### src/rtl/ovf_ctrl_pkg.sv
// ============================================================================
// Module   : ovf_ctrl_pkg
// Brief    : Shared types and helpers for the overflow-interval controller.
// Revision : 1.0 - initial release
// ============================================================================
`default_nettype none

package ovf_ctrl_pkg;

  localparam int ADDR_W = 32;
  localparam int ID_W   = 3;

  typedef enum logic [1:0] {
    ST_WRITTEN   = 2'b00,
    ST_DUPLICATE = 2'b01,
    ST_INVALID   = 2'b10
  } status_e;

  typedef enum logic [1:0] {
    S_IDLE  = 2'd0,
    S_CHECK = 2'd1,
    S_WRITE = 2'd2,
    S_RESP  = 2'd3
  } state_e;

  // first == last is a legal one-byte interval
  function automatic logic interval_ok(input logic [ADDR_W-1:0] first,
                                       input logic [ADDR_W-1:0] last);
    return (first <= last);
  endfunction

endpackage

`default_nettype wire

### src/rtl/ovf_rr_arbiter.sv
// ============================================================================
// Module   : ovf_rr_arbiter
// Brief    : Combinational round-robin pick, first request strictly after ptr.
// Revision : 1.0 - initial release
// ============================================================================
`default_nettype none

module ovf_rr_arbiter
  import ovf_ctrl_pkg::*;
#(
  parameter int NREQ = 2
) (
  input  logic [NREQ-1:0] req_i,
  input  logic [ID_W-1:0] ptr_i,
  input  logic            en_i,
  output logic [NREQ-1:0] grant_o,
  output logic [ID_W-1:0] grant_idx_o,
  output logic            grant_valid_o
);

  // Two passes: indices above the pointer first, then wrap to the low ones.
  always_comb begin
    grant_o       = '0;
    grant_idx_o   = '0;
    grant_valid_o = 1'b0;
    if (en_i) begin
      for (int j = 0; j < NREQ; j++) begin
        if (!grant_valid_o && req_i[j] && (j > int'(ptr_i))) begin
          grant_valid_o = 1'b1;
          grant_o[j]    = 1'b1;
          grant_idx_o   = ID_W'(j);
        end
      end
      for (int j = 0; j < NREQ; j++) begin
        if (!grant_valid_o && req_i[j] && (j <= int'(ptr_i))) begin
          grant_valid_o = 1'b1;
          grant_o[j]    = 1'b1;
          grant_idx_o   = ID_W'(j);
        end
      end
    end
  end

endmodule

`default_nettype wire

### src/rtl/ovf_interval_ctrl.sv
// ============================================================================
// Module   : ovf_interval_ctrl
// Brief    : Arbitrates, validates and writes intervals into the overflow
//            buffer; duplicate check enabled by OVF_CTRL_DUPCHECK_EN.
// Revision : 1.0 - initial release
// ============================================================================
`default_nettype none

module ovf_interval_ctrl
  import ovf_ctrl_pkg::*;
#(
  parameter int NREQ  = 2,
  parameter int CNT_W = 16
) (
  input  logic                   clk_i,
  input  logic                   rst_i,
  input  logic [NREQ-1:0]        req_valid_i,
  output logic [NREQ-1:0]        req_ready_o,
  input  logic [NREQ*ADDR_W-1:0] req_first_i,
  input  logic [NREQ*ADDR_W-1:0] req_last_i,
  output logic                   resp_valid_o,
  output logic [ID_W-1:0]        resp_id_o,
  output logic [1:0]             resp_status_o,
  input  logic                   lookup_valid_i,
  input  logic [ADDR_W-1:0]      lookup_addr_i,
  output logic                   lookup_in_range_o,
  output logic                   lookup_is_first_o,
  output logic                   buf_en_write_o,
  output logic [ADDR_W-1:0]      buf_addr_first_o,
  output logic [ADDR_W-1:0]      buf_addr_last_o,
  output logic [ADDR_W-1:0]      buf_current_addr_o,
  input  logic                   buf_addr_in_range_i,
  input  logic                   buf_addr_is_first_i,
  output logic [CNT_W-1:0]       wr_count_o
);

  state_e              state_q, state_d;
  status_e             status_q, status_d;
  logic [ID_W-1:0]     rr_q, rr_d;
  logic [ID_W-1:0]     id_q, id_d;
  logic [ADDR_W-1:0]   first_q, first_d;
  logic [ADDR_W-1:0]   last_q, last_d;
  logic [CNT_W-1:0]    cnt_q, cnt_d;

  logic [NREQ-1:0]     grant;
  logic [ID_W-1:0]     grant_idx;
  logic                grant_valid;
  logic [ADDR_W-1:0]   sel_first;
  logic [ADDR_W-1:0]   sel_last;

  // Grants are suppressed while reset is high so no request is consumed
  // by a cycle whose latch will be discarded.
  ovf_rr_arbiter #(
    .NREQ (NREQ)
  ) u_arb (
    .req_i         (req_valid_i),
    .ptr_i         (rr_q),
    .en_i          ((state_q == S_IDLE) && !rst_i),
    .grant_o       (grant),
    .grant_idx_o   (grant_idx),
    .grant_valid_o (grant_valid)
  );

  always_comb begin
    sel_first = '0;
    sel_last  = '0;
    for (int j = 0; j < NREQ; j++) begin
      if (grant[j]) begin
        sel_first = req_first_i[j*ADDR_W +: ADDR_W];
        sel_last  = req_last_i[j*ADDR_W +: ADDR_W];
      end
    end
  end

  always_ff @(posedge clk_i) begin
    if (rst_i) begin
      state_q  <= S_IDLE;
      status_q <= ST_WRITTEN;
      rr_q     <= '0;
      id_q     <= '0;
      first_q  <= '0;
      last_q   <= '0;
      cnt_q    <= '0;
    end else begin
      state_q  <= state_d;
      status_q <= status_d;
      rr_q     <= rr_d;
      id_q     <= id_d;
      first_q  <= first_d;
      last_q   <= last_d;
      cnt_q    <= cnt_d;
    end
  end

  always_comb begin
    state_d        = state_q;
    status_d       = status_q;
    rr_d           = rr_q;
    id_d           = id_q;
    first_d        = first_q;
    last_d         = last_q;
    cnt_d          = cnt_q;
    buf_en_write_o = 1'b0;
    resp_valid_o   = 1'b0;

    case (state_q)
      S_IDLE: begin
        if (grant_valid) begin
          rr_d    = grant_idx;
          id_d    = grant_idx;
          first_d = sel_first;
          last_d  = sel_last;
          if (!interval_ok(sel_first, sel_last)) begin
            status_d = ST_INVALID;
            state_d  = S_RESP;
          end else begin
`ifdef OVF_CTRL_DUPCHECK_EN
            state_d = S_CHECK;
`else
            state_d = S_WRITE;
`endif
          end
        end
      end
      S_CHECK: begin
        // The lookup path owns the compare port whenever it is active.
        if (!lookup_valid_i) begin
          if (buf_addr_is_first_i) begin
            status_d = ST_DUPLICATE;
            state_d  = S_RESP;
          end else begin
            state_d = S_WRITE;
          end
        end
      end
      S_WRITE: begin
        buf_en_write_o = 1'b1;
        status_d       = ST_WRITTEN;
        if (cnt_q != '1) begin
          cnt_d = cnt_q + CNT_W'(1);
        end
        state_d = S_RESP;
      end
      S_RESP: begin
        resp_valid_o = 1'b1;
        state_d      = S_IDLE;
      end
      default: state_d = S_IDLE;
    endcase
  end

  assign req_ready_o       = grant;
  assign resp_id_o         = id_q;
  assign resp_status_o     = status_q;
  assign buf_addr_first_o  = first_q;
  assign buf_addr_last_o   = last_q;
  assign wr_count_o        = cnt_q;
  assign lookup_in_range_o = buf_addr_in_range_i;
  assign lookup_is_first_o = buf_addr_is_first_i;

`ifdef OVF_CTRL_DUPCHECK_EN
  assign buf_current_addr_o = lookup_valid_i ? lookup_addr_i : first_q;
`else
  assign buf_current_addr_o = lookup_addr_i;
`endif

endmodule

`default_nettype wire

### config.mk
export PLATFORM = sky130hd
export DESIGN_NAME = ovf_interval_ctrl
export DESIGN_NICKNAME = d
export VERILOG_FILES = /design/src/rtl/ovf_ctrl_pkg.sv /design/src/rtl/ovf_rr_arbiter.sv /design/src/rtl/ovf_interval_ctrl.sv
export SDC_FILE = /design/constraint.sdc
export NUM_CORES = 1
export LEC_CHECK = 0
export CAP_MARGIN = 20
export CORE_MARGIN = 1
export CORE_UTILIZATION = 33
export DETAILED_ROUTE_END_ITERATION = 12
export GPL_TIMING_DRIVEN = 0
export PLACE_DENSITY = 0.77
export RECOVER_POWER = 25
export SLEW_MARGIN = 20
export SYNTH_ARGS = -nofsm -noshare
export SYNTH_HDL_FRONTEND = slang
export SYNTH_SLANG_ARGS = --single-unit
### constraint.sdc
create_clock -name clk_i -period 3.5 [get_ports clk_i]
set_clock_uncertainty 0.2 [all_clocks]
set_input_delay 0.525 -clock clk_i [delete_from_list [all_inputs] [get_ports clk_i]]
set_output_delay 0.525 -clock clk_i [all_outputs]
set_load 0.01 [all_outputs]
Word-level counts from Yosys, hierarchy flattened

Index checks and enable logic that the tools add are counted.

Reductions and logical operators: 14
Mux-type cells: 29
Order comparisons: 3
Equality and inequality tests: 8
Add/subtract/negate cells: 1

Operators by type and width:

| kind                    | number |
|---|---|
| $mux W32                | 4 |
| $le A32 B32 Y1          | 1 |
| $add A16 B1 Y16 const B | 1 |
| $mux W1                 | 16 |
| $ne A16 B16 Y1 const B  | 1 |
| $mux W2                 | 7 |
| $ne A2 B2 Y1 const B    | 4 |
| $pmux W2 S4             | 1 |
| $pmux W2 S3             | 1 |
| $reduce_and A2 Y1       | 3 |
| $logic_and A1 B1 Y1     | 5 |
| $reduce_and A5 Y1       | 1 |
| $eq A2 B2 Y1 const B    | 2 |
| $gt A1 B3 Y1 const A    | 1 |
| $le A1 B3 Y1 const A    | 1 |
| $logic_not A1 Y1        | 3 |
| $reduce_bool A3 Y1      | 1 |
| $eq A2 B1 Y1 const B    | 1 |
| $logic_not A2 Y1        | 1 |

Input port bits: 167
Output and inout port bits: 123
Logic and storage cells: 61
Bits in registers: 87

Depth between registers and ports, before layout

Gate-level depths: netlist of the first run.

Depth after elaboration: 19
Depth in mapped cells: 14
Gate-level depth less buffers: 12

By module

A second synthesis of the first run with hierarchy kept.

Cell total of the unflattened synthesis: 587
Area total of the unflattened synthesis: 4,848.4 um^2

By module, submodules not included:

| module            | area each (um^2) | sequential area each (um^2) | instances | cells an instance |
|---|---|---|---|---|
| ovf_interval_ctrl | 4,773.3          | 1,741.7                     | 1         | 577 |
| ovf_rr_arbiter    | 75.1             | 0.0                         | 1         | 10 |

Worst setup path after synthesis of the first run

OpenSTA, ideal clock, no wires.

Path type: input port to flip-flop
From: in rst_i
To: reg status_q[0], in the netlist resp_status_o[0]
Stages: 12
Slack: -65 ps
Setup time: 144 ps
Arrival time: 3,222 ps
Required time: 3,156 ps
Path buffers: 3
Cells stage by stage: clkbuf_1 > nor3_1 > clkbuf_1 > clkbuf_1 > a22oi_1 > ha_1 > a21oi_2 > o21ai_1 > a221o_1 > a211o_1 > o311ai_0 > o221ai_1

Word-level cells in the longest chain between the ends: 8
Elaborated cells on any way between the ends: 12
Classes of those cells: 1 x order compare; 2 x eq/ne; 6 x mux; 3 x reduce/logical

Ends and longest elaborated chain:

| item                               | line                    | source |
|---|---|---|
| start: declaration                 | ovf_interval_ctrl.sv:16 | `input logic rst_i,` |
| $logic_not A1 Y1                   | ovf_interval_ctrl.sv:58 | `.en_i ((state_q == S_IDLE) && !rst_i),` |
| $logic_and A1 B1 Y1                | ovf_interval_ctrl.sv:58 |  |
| $mux W2                            | ovf_rr_arbiter.sv:26    | `if (en_i) begin` |
| $mux W32 (2 in series)             | ovf_interval_ctrl.sv:68 | `if (grant[j]) begin` |
| $le A32 B32 Y1                     | ovf_ctrl_pkg.sv:29      | `return (first <= last);` |
| $ne A2 B2 Y1 (no source line)      | n/a                     |  |
| $reduce_and A5 Y1 (no source line) | n/a                     |  |
| end signal: assignment             | ovf_interval_ctrl.sv:86 | `status_q <= status_d;` |
| end: declaration                   | ovf_interval_ctrl.sv:38 | `status_e status_q, status_d;` |

Parallel ways exist; a longest one is shown, timed or not.
A chain may end at the register's enable or synchronous reset.

Final worst setup path of the first run

From: reg state_q[0]
To: reg status_q[1], in the netlist resp_status_o[1]

Word-level cells in the longest chain between the ends: 8
Elaborated cells on any way between the ends: 18
Classes of those cells: 1 x order compare; 6 x eq/ne; 7 x mux; 4 x reduce/logical

Ends and longest elaborated chain:

| item                               | line                                              | source |
|---|---|---|
| start: declaration                 | ovf_interval_ctrl.sv:37                           | `state_e state_q, state_d;` |
| start signal: assignment           | ovf_interval_ctrl.sv:85                           | `state_q <= state_d;` |
| $logic_not A2 Y1                   | ovf_interval_ctrl.sv:58, ovf_interval_ctrl.sv:106 |  |
| $logic_and A1 B1 Y1                | ovf_interval_ctrl.sv:58                           |  |
| $mux W2                            | ovf_rr_arbiter.sv:26                              |  |
| $mux W32 (2 in series)             | ovf_interval_ctrl.sv:68                           |  |
| $le A32 B32 Y1                     | ovf_ctrl_pkg.sv:29                                |  |
| $ne A2 B2 Y1 (no source line)      | n/a                                               |  |
| $reduce_and A5 Y1 (no source line) | n/a                                               |  |

Parallel ways exist; a longest one is shown, timed or not.

==> impl_metrics.csv, run 1 <==
group,metric,value,unit
global_route,antenna_found_initial,0,
global_route,grt_max_degree,15,
logic_synthesis,ys_warn_count,0,
floorplan,core_area,13200,um^2
hold_path,hp-class,"flop to flop",
floorplan,dieArea,14100,um^2
status,status,"complete, no violations",
logic_synthesis,synth_edf_count,0,
sta,period_needed,3.43,ns
sta,fmax,292,MHz
routing,routed-via-count,4945,
placement,gp_congestion,0.875,
finish,drive_gt1_frac,0.166,
clocking,cts_tree,"done",
sta,rsz0062_at_grt,"true",
sta,maxSlewHeadroom,0.525,
sta,hold_ws,0.240,ns
routing,dr.pass1.iters,6,
logic_synthesis,synth_most_common_cell,"dfxtp_1",
critical_path,timing.rr.start,"state_q[0]$_SDFFE_PP0P_",
logic_synthesis,synth_flop_cell,"dfxtp_1",
sta,worst_pin_slew,0.709,ns
logic_synthesis,yosys-top-cells-count,"dfxtp_1, nand2_1, ha_1",
logic_synthesis,avgSynthCellArea,8.96,um^2
hold_path,min_from,"buf_addr_last_o[23]$_SDFFE_PP0P_",
sta,finalMaxSlewViolations,0,
finish,nets,996,
clocking,clock_latency,0.35,ns
sta,setup_viol,0,
logic_synthesis,synthCells,501,
routing,drt_iter0_drc,324,
logic_synthesis,netlist.area_leader.share,0.379,
routing,finalWirelength,17.2,mm
job,max_cap_violations,0,
hold_path,worstHoldPathCells,2,
critical_path,r2r-end,"resp_status_o[1]$_SDFFE_PP0P_",
pwr,p_per_area,520,nW/um^2
sta,setup_tns,0,ns
hold_path,min_to,"buf_addr_last_o[23]$_SDFFE_PP0P_",
sta,fin_crit_sh,0.980,
floorplan,die_x,119,um
clocking,clockBufferDepth,2,
global_route,track_usage,0.236,
finish,diodes,0,
finish,areaGrowthSynthToFinish,82.1,%
routing,drc,0,
sta,hold_violations,0,
logic_synthesis,ys_types,47,
clocking,clock-root-buffer,"clkbuf_16",
logic_synthesis,synth.largest_area_cell,"dfxtp_1",
placement,io_buffers,253,
critical_path,rr_worst_depth,15,
routing,via_per_inst,5.10,
clocking,cts.sinks,85,
logic_synthesis,ys_seq_area_frac,0.379,
logic_synthesis,syn_area,4490,um^2
floorplan,die_height,119,um
critical_path,crit_type,"flop to flop",
critical_path,cp.arrival,3.49,ns
floorplan,start_util,0.339,
critical_path,ff2ff_setup_slack,0.07,ns
clocking,htreeDepth,3,
floorplan,ioPinCount,290,
critical_path,crit_fanout,7,
global_route,grt_pass1_vias,4873,
placement,dp.final_hpwl,13.3,mm
pwr,worst_ir_drop_vdd,0.308,mV
clocking,clk_transition_reported_paths,0.06,ns
routing,ant_nets,0,
critical_path,cp.required,3.56,ns
critical_path,worstSetupEndpointType,"flop",
clocking,cts-buffers-inserted,9,
global_route,grt-ovfl-total,0,
finish,stdcell_area,8170,um^2
logic_synthesis,ys_ff_latch,85,
routing,wl_per_cell,17.7,um
pwr,p_leak,3.62,nW
floorplan,row_count,42,
critical_path,start_kind,"flop",
placement,placed_cell_area,7250,um^2
logic_synthesis,synth.area.top_cells,"dfxtp_1, ha_1, nand2_1",
logic_synthesis,synthArstFlopShare,0,
global_route,grt_pass1_wl,25.4,mm
## worst max-delay path: stages, from the launching register on
cell,delay (ns)
dfxtp_4,0.37
inv_4,0.07
ha_4,0.15
nand2_4,0.06
a211oi_4,0.26
buf_6,0.23
buf_12,0.15
buf_4,0.14
a22oi_1,0.14
ha_1,0.32
nor2b_1,0.13
o211ai_1,0.10
a2111o_1,0.42
a31oi_4,0.25
o31ai_1,0.12
a211oi_2,0.22
## registers in the layout, indices dropped and copies added (netlist names)
signal	count
buf_addr_last_o	32
resp_status_o	2
buf_addr_first_o	32
state_q	2
resp_id_o	1
wr_count_o	16
## layer usage
metal,part of all wire,track usage
met4,0.025,0.0981
met1,0.38,0.250
met5,0,0
met2,0.52,0.426
met3,0.083,0.0763
## where the power goes
group | leakage [nW] | internal [mW] | switching, mW
combinational | 2.76 | 1.03 | 0.876
sequential | 0.697 | 1.17 | 0.131
clock | 0.158 | 0.643 | 0.400
## placed cells by master, fill, tap and decap left out, drive strengths merged, types with 3 or more instances in the layout
master	n
a211oi	4
a21o	33
a21oi	19
a22o	32
a22oi	34
and3	3
and4	3
buf	66
clkbuf	29
clkdlybuf4s50	251
clkinv	3
dfxtp	85
ha	40
inv	5
nand2	81
nand3	12
nand4	12
nor2	25
nor2b	3
nor3	9
o21ai	5
xor2	10
## worst max-delay path by stage
| stage | slack (ns) | from | depth (start not counted) | endpoint |
|---|---|---|---|---|
| finish | 0.07 | state_q[0]$_SDFFE_PP0P_ | 15 | resp_status_o[1]$_SDFFE_PP0P_ |
| global route | -0.03 | state_q[0]$_SDFFE_PP0P_ | 15 | resp_status_o[1]$_SDFFE_PP0P_ |
| CTS | 0.02 | state_q[0]$_SDFFE_PP0P_ | 14 | resp_status_o[1]$_SDFFE_PP0P_ |
| detailed placement | -1.36 | req_valid_i[1] | 13 | resp_status_o[0]$_SDFFE_PP0P_ |
| global placement | -1.25 | req_valid_i[1] | 13 | resp_status_o[0]$_SDFFE_PP0P_ |
| floorplan | 0.002 | state_q[0]$_SDFFE_PP0P_ | 14 | resp_status_o[0]$_SDFFE_PP0P_ |
## layout make-up
| cell class | count | area (um^2) |
|---|---|---|
| plain buffers | 62 | 509 |
| clock buffers | 10 | 239 |
| clock inverters | 6 | 86.3 |
| fillers | 1115 | 5070 |
| inverters | 5 | 23.8 |
| multi-input cells | 350 | 2650 |
| flip-flops and latches | 85 | 1710 |
| well taps | 176 | 220 |
| repair buffers | 276 | 2740 |
## per-stage QoR
step                      instances  setup WS (ns)  total power, mW   util
after global routing            970        -0.0264             4.47  0.617
final                           970         0.0707             4.25  0.617
after global placement          931          -1.25             2.87  0.548
after floorplan                 502        0.00173             2.08      -
after CTS                       953         0.0154             4.06  0.590
after detailed placement        931          -1.36             2.91  0.548
## logic make-up (layout without fill, tap and decap cells)
logic type	count (synthesis)	in the layout	share of synthesized area
and+or+nand+nor	157	157	0.159
DFF	85	85	0.379
other	1	2	0.000836
AOI/OAI and AO/OA	140	140	0.241
adders and majority gates	40	40	0.112
buffers and inverters	67	359	0.0867
xor gates and xnor gates	11	11	0.0215
## repair_timing
item	4_1_cts	5_1_grt
gates cloned	0	1
gates resized for setup	49	42
hold buffers	0	0
pin swaps	9	31
setup buffers	6	16
setup endpoints to repair	5	3
(Power assumes the default switching activity.)
==> inputs of run 2 (changes only) <==
CORE_UTILIZATION = 34   (was 33)
SYNTH_HIERARCHICAL = 1   (was default)
==> impl_metrics.csv, run 2 <==
group,metric,value,unit
finish,nets,1105,
critical_path,cpMaxStageDelayCell,"dfxtp_4",
pwr,finalPower,4.46,mW
logic_synthesis,synth.largest_area_cell,"dfxtp_1",
critical_path,timing.rr.start,"state_q[0]$_SDFFE_PP0P_",
logic_synthesis,synth.area.top_cells,"dfxtp_1, ha_1, nand2_1",
floorplan,start_util,0.349,
critical_path,start_kind,"flop",
sta,fmax,269,MHz
routing,via_per_inst,5.13,
logic_synthesis,synth_flop_cell,"dfxtp_1",
clocking,cts.sinks,87,
placement,dp.final_hpwl,14.2,mm
finish,stdcell_area,8830,um^2
pwr,p_leak,3.30,nW
sta,setup_viol,2,
routing,routed-via-count,5549,
clocking,cts-buffers-inserted,9,
placement,gp_congestion,0.828,
floorplan,die_x,121,um
finish,layout_commonest_cell,"clkdlybuf4s50_1",
status,status,"finished with violations",
finish,fin_cells,1082,
finish,final_cell_mix,"clkdlybuf4s50_1, nand2_1, dfxtp_1",
routing,ant_nets,0,
finish,areaGrowthSynthToFinish,82.0,%
floorplan,die_height,121,um
routing,dr.pass1.iters,5,
logic_synthesis,netlist.area_leader.share,0.359,
sta,worst_pin_slew,0.642,ns
logic_synthesis,ys_seq_area_frac,0.359,
critical_path,worstPathCellList,"inv_4 > ha_4 > inv_4 > nor2_4 > nand2_2 > a21oi_2 > nor2b_4 > buf_8 > buf_6 > buf_8 > buf_6 > a22o_1 > ha_2 > nor2b_2 > o211ai_1 > a2111oi_2 > o31a_1 > o31a_1 > mux2_4",
sta,period_needed,3.71,ns
critical_path,cp.arrival,3.74,ns
hold_path,min_from,"buf_addr_first_o[19]$_SDFFE_PP0P_",
critical_path,r2r-end,"resp_status_o[1]$_SDFFE_PP0P_",
routing,drc,0,
sta,maxSlewHeadroom,0.572,
logic_synthesis,synthCells,587,
sta,setup_slack,-0.212,ns
clocking,cts_tree,"done",
logic_synthesis,synth_most_common_cell,"nand2_1",
sta,fin_crit_sh,1.06,
hold_path,worstHoldPathCells,2,
status,violations,"setup timing",
critical_path,crit_fanout,5,
logic_synthesis,synthArstFlopShare,0,
sta,hold_violations,0,
routing,wl_per_cell,18.0,um
clocking,htreeDepth,3,
placement,dp_cells,1023,
logic_synthesis,ys_warn_count,6,
sta,finalMaxSlewViolations,0,
logic_synthesis,syn_area,4850,um^2
global_route,track_usage,0.267,
floorplan,dieArea,14700,um^2
finish,post-route-util,0.636,
critical_path,cp_num_buf_inv,6,
routing,drt_iter0_drc,294,
pwr,worst_ir_drop_vdd,0.294,mV
floorplan,core_area,13900,um^2
sta,setup_tns,-0.385,ns
hold_path,hp-class,"flop to flop",
placement,placed_cell_area,7740,um^2
finish,drive_gt1_frac,0.183,
global_route,grt-ovfl-total,0,
pwr,p_per_area,505,nW/um^2
placement,io_buffers,255,
logic_synthesis,ys_ff_latch,87,
sta,hold_ws,0.254,ns
floorplan,row_count,43,
floorplan,ioPinCount,290,
logic_synthesis,yosys-top-cells-count,"nand2_1, dfxtp_1, nor2_1",
global_route,grt_max_degree,18,
job,max_cap_violations,0,
global_route,antenna_found_initial,0,
clocking,clockBufferDepth,2,
sta,rsz0062_at_grt,"true",
logic_synthesis,avgSynthCellArea,8.26,um^2
global_route,grt_pass1_wl,29.6,mm
placement,dp_slack,-1.41,ns
finish,diodes,0,
critical_path,rr_worst_depth,19,
routing,finalWirelength,19.4,mm
critical_path,worstSetupEndpointType,"flop",
clocking,clock_latency,0.34,ns
critical_path,path_delay_family,"compound AO/OA/AOI/OAI gates",
global_route,grt_pass1_vias,5540,
clocking,clk_transition_reported_paths,0.06,ns
critical_path,worst_path_largest_cell_delay,0.35,ns
hold_path,min_to,"buf_addr_first_o[19]$_SDFFE_PP0P_",
critical_path,ff2ff_setup_slack,-0.21,ns
clocking,clock-root-buffer,"clkbuf_16",
critical_path,crit_type,"flop to flop",
critical_path,cp.required,3.53,ns
logic_synthesis,synth_edf_count,0,
logic_synthesis,ys_types,43,
[run 2: how the worst max path moves through the flow]
stage / slack (ns) / end / startpoint / cells after the start
floorplan: -0.35 / resp_status_o[1]$_SDFFE_PP0P_ / rst_i / 17
global placement: -1.39 / resp_status_o[1]$_SDFFE_PP0P_ / rst_i / 15
detailed placement: -1.41 / resp_status_o[1]$_SDFFE_PP0P_ / rst_i / 15
CTS: -0.21 / resp_status_o[1]$_SDFFE_PP0P_ / state_q[1]$_SDFFE_PP0P_ / 18
global route: -0.37 / resp_status_o[1]$_SDFFE_PP0P_ / state_q[0]$_SDFFE_PP0P_ / 19
finish: -0.21 / resp_status_o[1]$_SDFFE_PP0P_ / state_q[0]$_SDFFE_PP0P_ / 19
[run 2: timing repair]
item / CTS / global route
pin swaps: 25 / 24
gates cloned: 4 / 0
setup buffers: 29 / 13
endpoints found under the setup margin: 3 / 3
gates resized for setup: 67 / 27
hold buffers: 0 / 0
[run 2: logic make-up (layout without fill, tap and decap cells)]
group | Yosys count | after routing | synth area share
xor gates and xnor gates | 13 | 13 | 0.0235
DFF | 87 | 87 | 0.359
other | 1 | 2 | 0.000773
and+or+nand+nor | 190 | 190 | 0.168
muxes | 2 | 2 | 0.00516
adders and majority gates | 40 | 40 | 0.103
AOI/OAI and AO/OA | 172 | 172 | 0.249
buffers and inverters | 82 | 396 | 0.0914
[run 2: cell type report]
cell class | instances | area, um^2
fillers | 1194 | 5050
multi-input cells | 419 | 2970
repair buffers | 300 | 2940
flip-flops and latches | 87 | 1750
plain buffers | 74 | 606
clock buffers | 12 | 256
well taps | 180 | 225
clock inverters | 3 | 42.5
inverters | 7 | 33.8
[run 2: worst register-to-register path, delay by kind of cell, from the launching register on]
family | cells | cell delay (ns)
multiplexers | 1 | 0.30
AND/OR/NAND/NOR | 4 | 0.44
flip-flops | 1 | 0.35
adder cells (fa/ha/maj) | 2 | 0.34
AO/OA/AOI/OAI | 6 | 1.39
buffers and inverters | 6 | 0.59
[run 2: metal layers]
metal,vias to the layer above,GRT usage,share of wire
li1,2704,-,-
met1,2577,0.321,0.40
met2,228,0.462,0.50
met3,40,0.0456,0.066
met4,0,0.117,0.030
met5,-,0,0
[run 2: where the power goes]
group	switching [mW]	internal, mW
clock network	0.397	0.588
logic	1.10	1.16
registers	0.0865	1.13
==> inputs of run 3 (changes only) <==
PLACE_DENSITY = 0.83   (was 0.77)
==> impl_metrics.csv, run 3 (synthesized netlist as in run 2, its figures left out) <==
group,metric,value,unit
status,status,"finished with violations",
status,violations,"setup timing",
critical_path,crit_type,"flop to flop",
placement,dp.final_hpwl,14.4,mm
floorplan,core_area,13900,um^2
placement,dp_slack,-1.38,ns
finish,post-route-util,0.626,
clocking,clk_transition_reported_paths,0.07,ns
routing,finalWirelength,19.6,mm
floorplan,dieArea,14700,um^2
clocking,holdBufCountCts,0,
finish,final_cell_mix,"clkdlybuf4s50_1, nand2_1, dfxtp_1",
hold_path,hp-class,"flop to flop",
floorplan,row_count,43,
routing,via_per_inst,5.19,
global_route,track_usage,0.256,
global_route,busiest_layer,"met2",
floorplan,die_height,121,um
global_route,antenna_found_initial,0,
clocking,cts-buffers-inserted,9,
sta,rsz0062_at_grt,"true",
critical_path,cp_num_buf_inv,5,
critical_path,crit_fanout,7,
placement,io_buffers,255,
global_route,use_met3,0.0550,
placement,dp_cells,1023,
global_route,grt-ovfl-total,0,
sta,setup_slack,-0.226,ns
sta,period_needed,3.73,ns
floorplan,die_x,121,um
routing,drt_iter0_drc,294,
finish,nets,1093,
critical_path,worst_path_largest_cell_delay,0.37,ns
global_route,grt_use_met2,0.447,
pwr,sw_frac_of_total,0.357,
finish,layout_commonest_cell,"clkdlybuf4s50_1",
routing,dr.pass1.iters,5,
critical_path,path_delay_family,"compound AO/OA/AOI/OAI gates",
finish,drive_gt1_frac,0.163,
sta,maxSlewHeadroom,0.575,
sta,setup_viol,2,
sta,setup_tns,-0.401,ns
global_route,grt_max_degree,18,
critical_path,cpMaxStageDelayCell,"dfxtp_4",
routing,wl_per_cell,18.3,um
pwr,internal_power,2.84,mW
global_route,grt_pass1_wl,28.4,mm
placement,gp_congestion,0.841,
sta,hold_ws,0.252,ns
critical_path,worstPathCellList,"inv_4 > ha_4 > inv_4 > nor2_4 > nand2_2 > a21oi_2 > nor2b_4 > buf_12 > clkbuf_16 > buf_12 > a22o_4 > ha_4 > a21oi_4 > o21ai_2 > a221o_1 > o31a_1 > o31a_1 > mux2_4",
finish,fin_cells,1071,
critical_path,cp.arrival,3.77,ns
sta,hold_violations,0,
global_route,grt_pass1_vias,5268,
finish,areaGrowthSynthToFinish,79.3,%
sta,fmax,268,MHz
clocking,htreeDepth,3,
pwr,worst_ir_drop_vdd,0.267,mV
sta,worst_pin_slew,0.638,ns
clocking,clockBufferDepth,2,
routing,ant_nets,0,
pwr,p_seq_frac,0.275,
clocking,cts.sinks,87,
critical_path,cp.required,3.54,ns
routing,drc,0,
critical_path,worstSetupEndpointType,"flop",
routing,routed-via-count,5556,
clocking,clock-root-buffer,"clkbuf_16",
clocking,cts_tree,"done",
pwr,pwr-share-clk,0.233,
job,max_cap_violations,0,
pwr,p_per_area,507,nW/um^2
sta,finalMaxSlewViolations,0,
critical_path,start_kind,"flop",
clocking,clock_latency,0.35,ns
pwr,power.switching,1.57,mW
pwr,power_frac_comb,0.492,
finish,diodes,0,
pwr,p_leak,3.31,nW
global_route,met1_usage,0.302,
floorplan,ioPinCount,290,
floorplan,start_util,0.349,
sta,fin_crit_sh,1.06,
finish,fillers,1159,
run 3: final timing paths:
check	startpoint	end	slack [ns]	depth (start not counted)
hold reg to reg	buf_addr_first_o[11]$_SDFFE_PP0P_	buf_addr_first_o[11]$_SDFFE_PP0P_	0.25	2
setup / recovery	state_q[1]$_SDFFE_PP0P_	resp_status_o[1]$_SDFFE_PP0P_	-0.23	18
setup reg to reg	state_q[1]$_SDFFE_PP0P_	resp_status_o[1]$_SDFFE_PP0P_	-0.23	18
hold / removal	buf_addr_first_o[11]$_SDFFE_PP0P_	buf_addr_first_o[11]$_SDFFE_PP0P_	0.25	2
run 3: final cells by class:
type / instances / area, um^2 / area share
Multi-Input combinational cell: 419 / 2930 / 0.337
Timing Repair Buffer: 288 / 2840 / 0.326
Sequential cell: 87 / 1750 / 0.201
Buffer: 74 / 611 / 0.0703
Clock buffer: 9 / 225 / 0.0259
Tap cell: 180 / 225 / 0.0259
Clock inverter: 7 / 87.6 / 0.0101
Inverter: 7 / 31.3 / 0.00360
run 3: stage by stage:
stage	instance area, um^2	power [mW]
finish	8690	4.41
global route	8690	4.65
CTS	8390	4.22
detailed placement	7740	2.97
global placement	7740	2.95
floorplan	4960	2.19
run 3: worst reg2reg max path, stage by stage (launching register included):
cell       delay, ns
dfxtp_4         0.37
inv_4           0.06
ha_4            0.14
inv_4           0.04
nor2_4          0.12
nand2_2         0.06
a21oi_2         0.13
nor2b_4         0.21
buf_12          0.16
clkbuf_16       0.17
buf_12          0.11
a22o_4          0.13
ha_4            0.21
a21oi_4         0.14
o21ai_2         0.09
a221o_1         0.32
o31a_1          0.28
o31a_1          0.35
mux2_4          0.31
run 3: per-layer routing:
| metal | part of all wire | wire length [um] | vias up |
|---|---|---|---|
| met5 | 0 | 0 | - |
| met4 | 0.023 | 447 | 0 |
| met3 | 0.072 | 1410 | 28 |
| met2 | 0.51 | 9910 | 231 |
| met1 | 0.40 | 7810 | 2612 |
| li1 | - | - | 2685 |
run 3: power by group through the flow:
stage | Combinational [mW] | Sequential [mW] | Clock (mW)
2_1_floorplan | 0.909 | 1.28 | 0
5_1_grt | 2.34 | 1.23 | 1.08
4_1_cts | 1.97 | 1.21 | 1.04
3_5_place_dp | 1.75 | 1.23 | 0
3_3_place_gp | 1.72 | 1.23 | 0
6_report | 2.17 | 1.21 | 1.03
run 3: timing repair:
item,CTS,global route
endpoints found under the setup margin,3,3
resized for setup,46,32
cloned,3,2
setup buffers,15,13
pin swaps,11,24
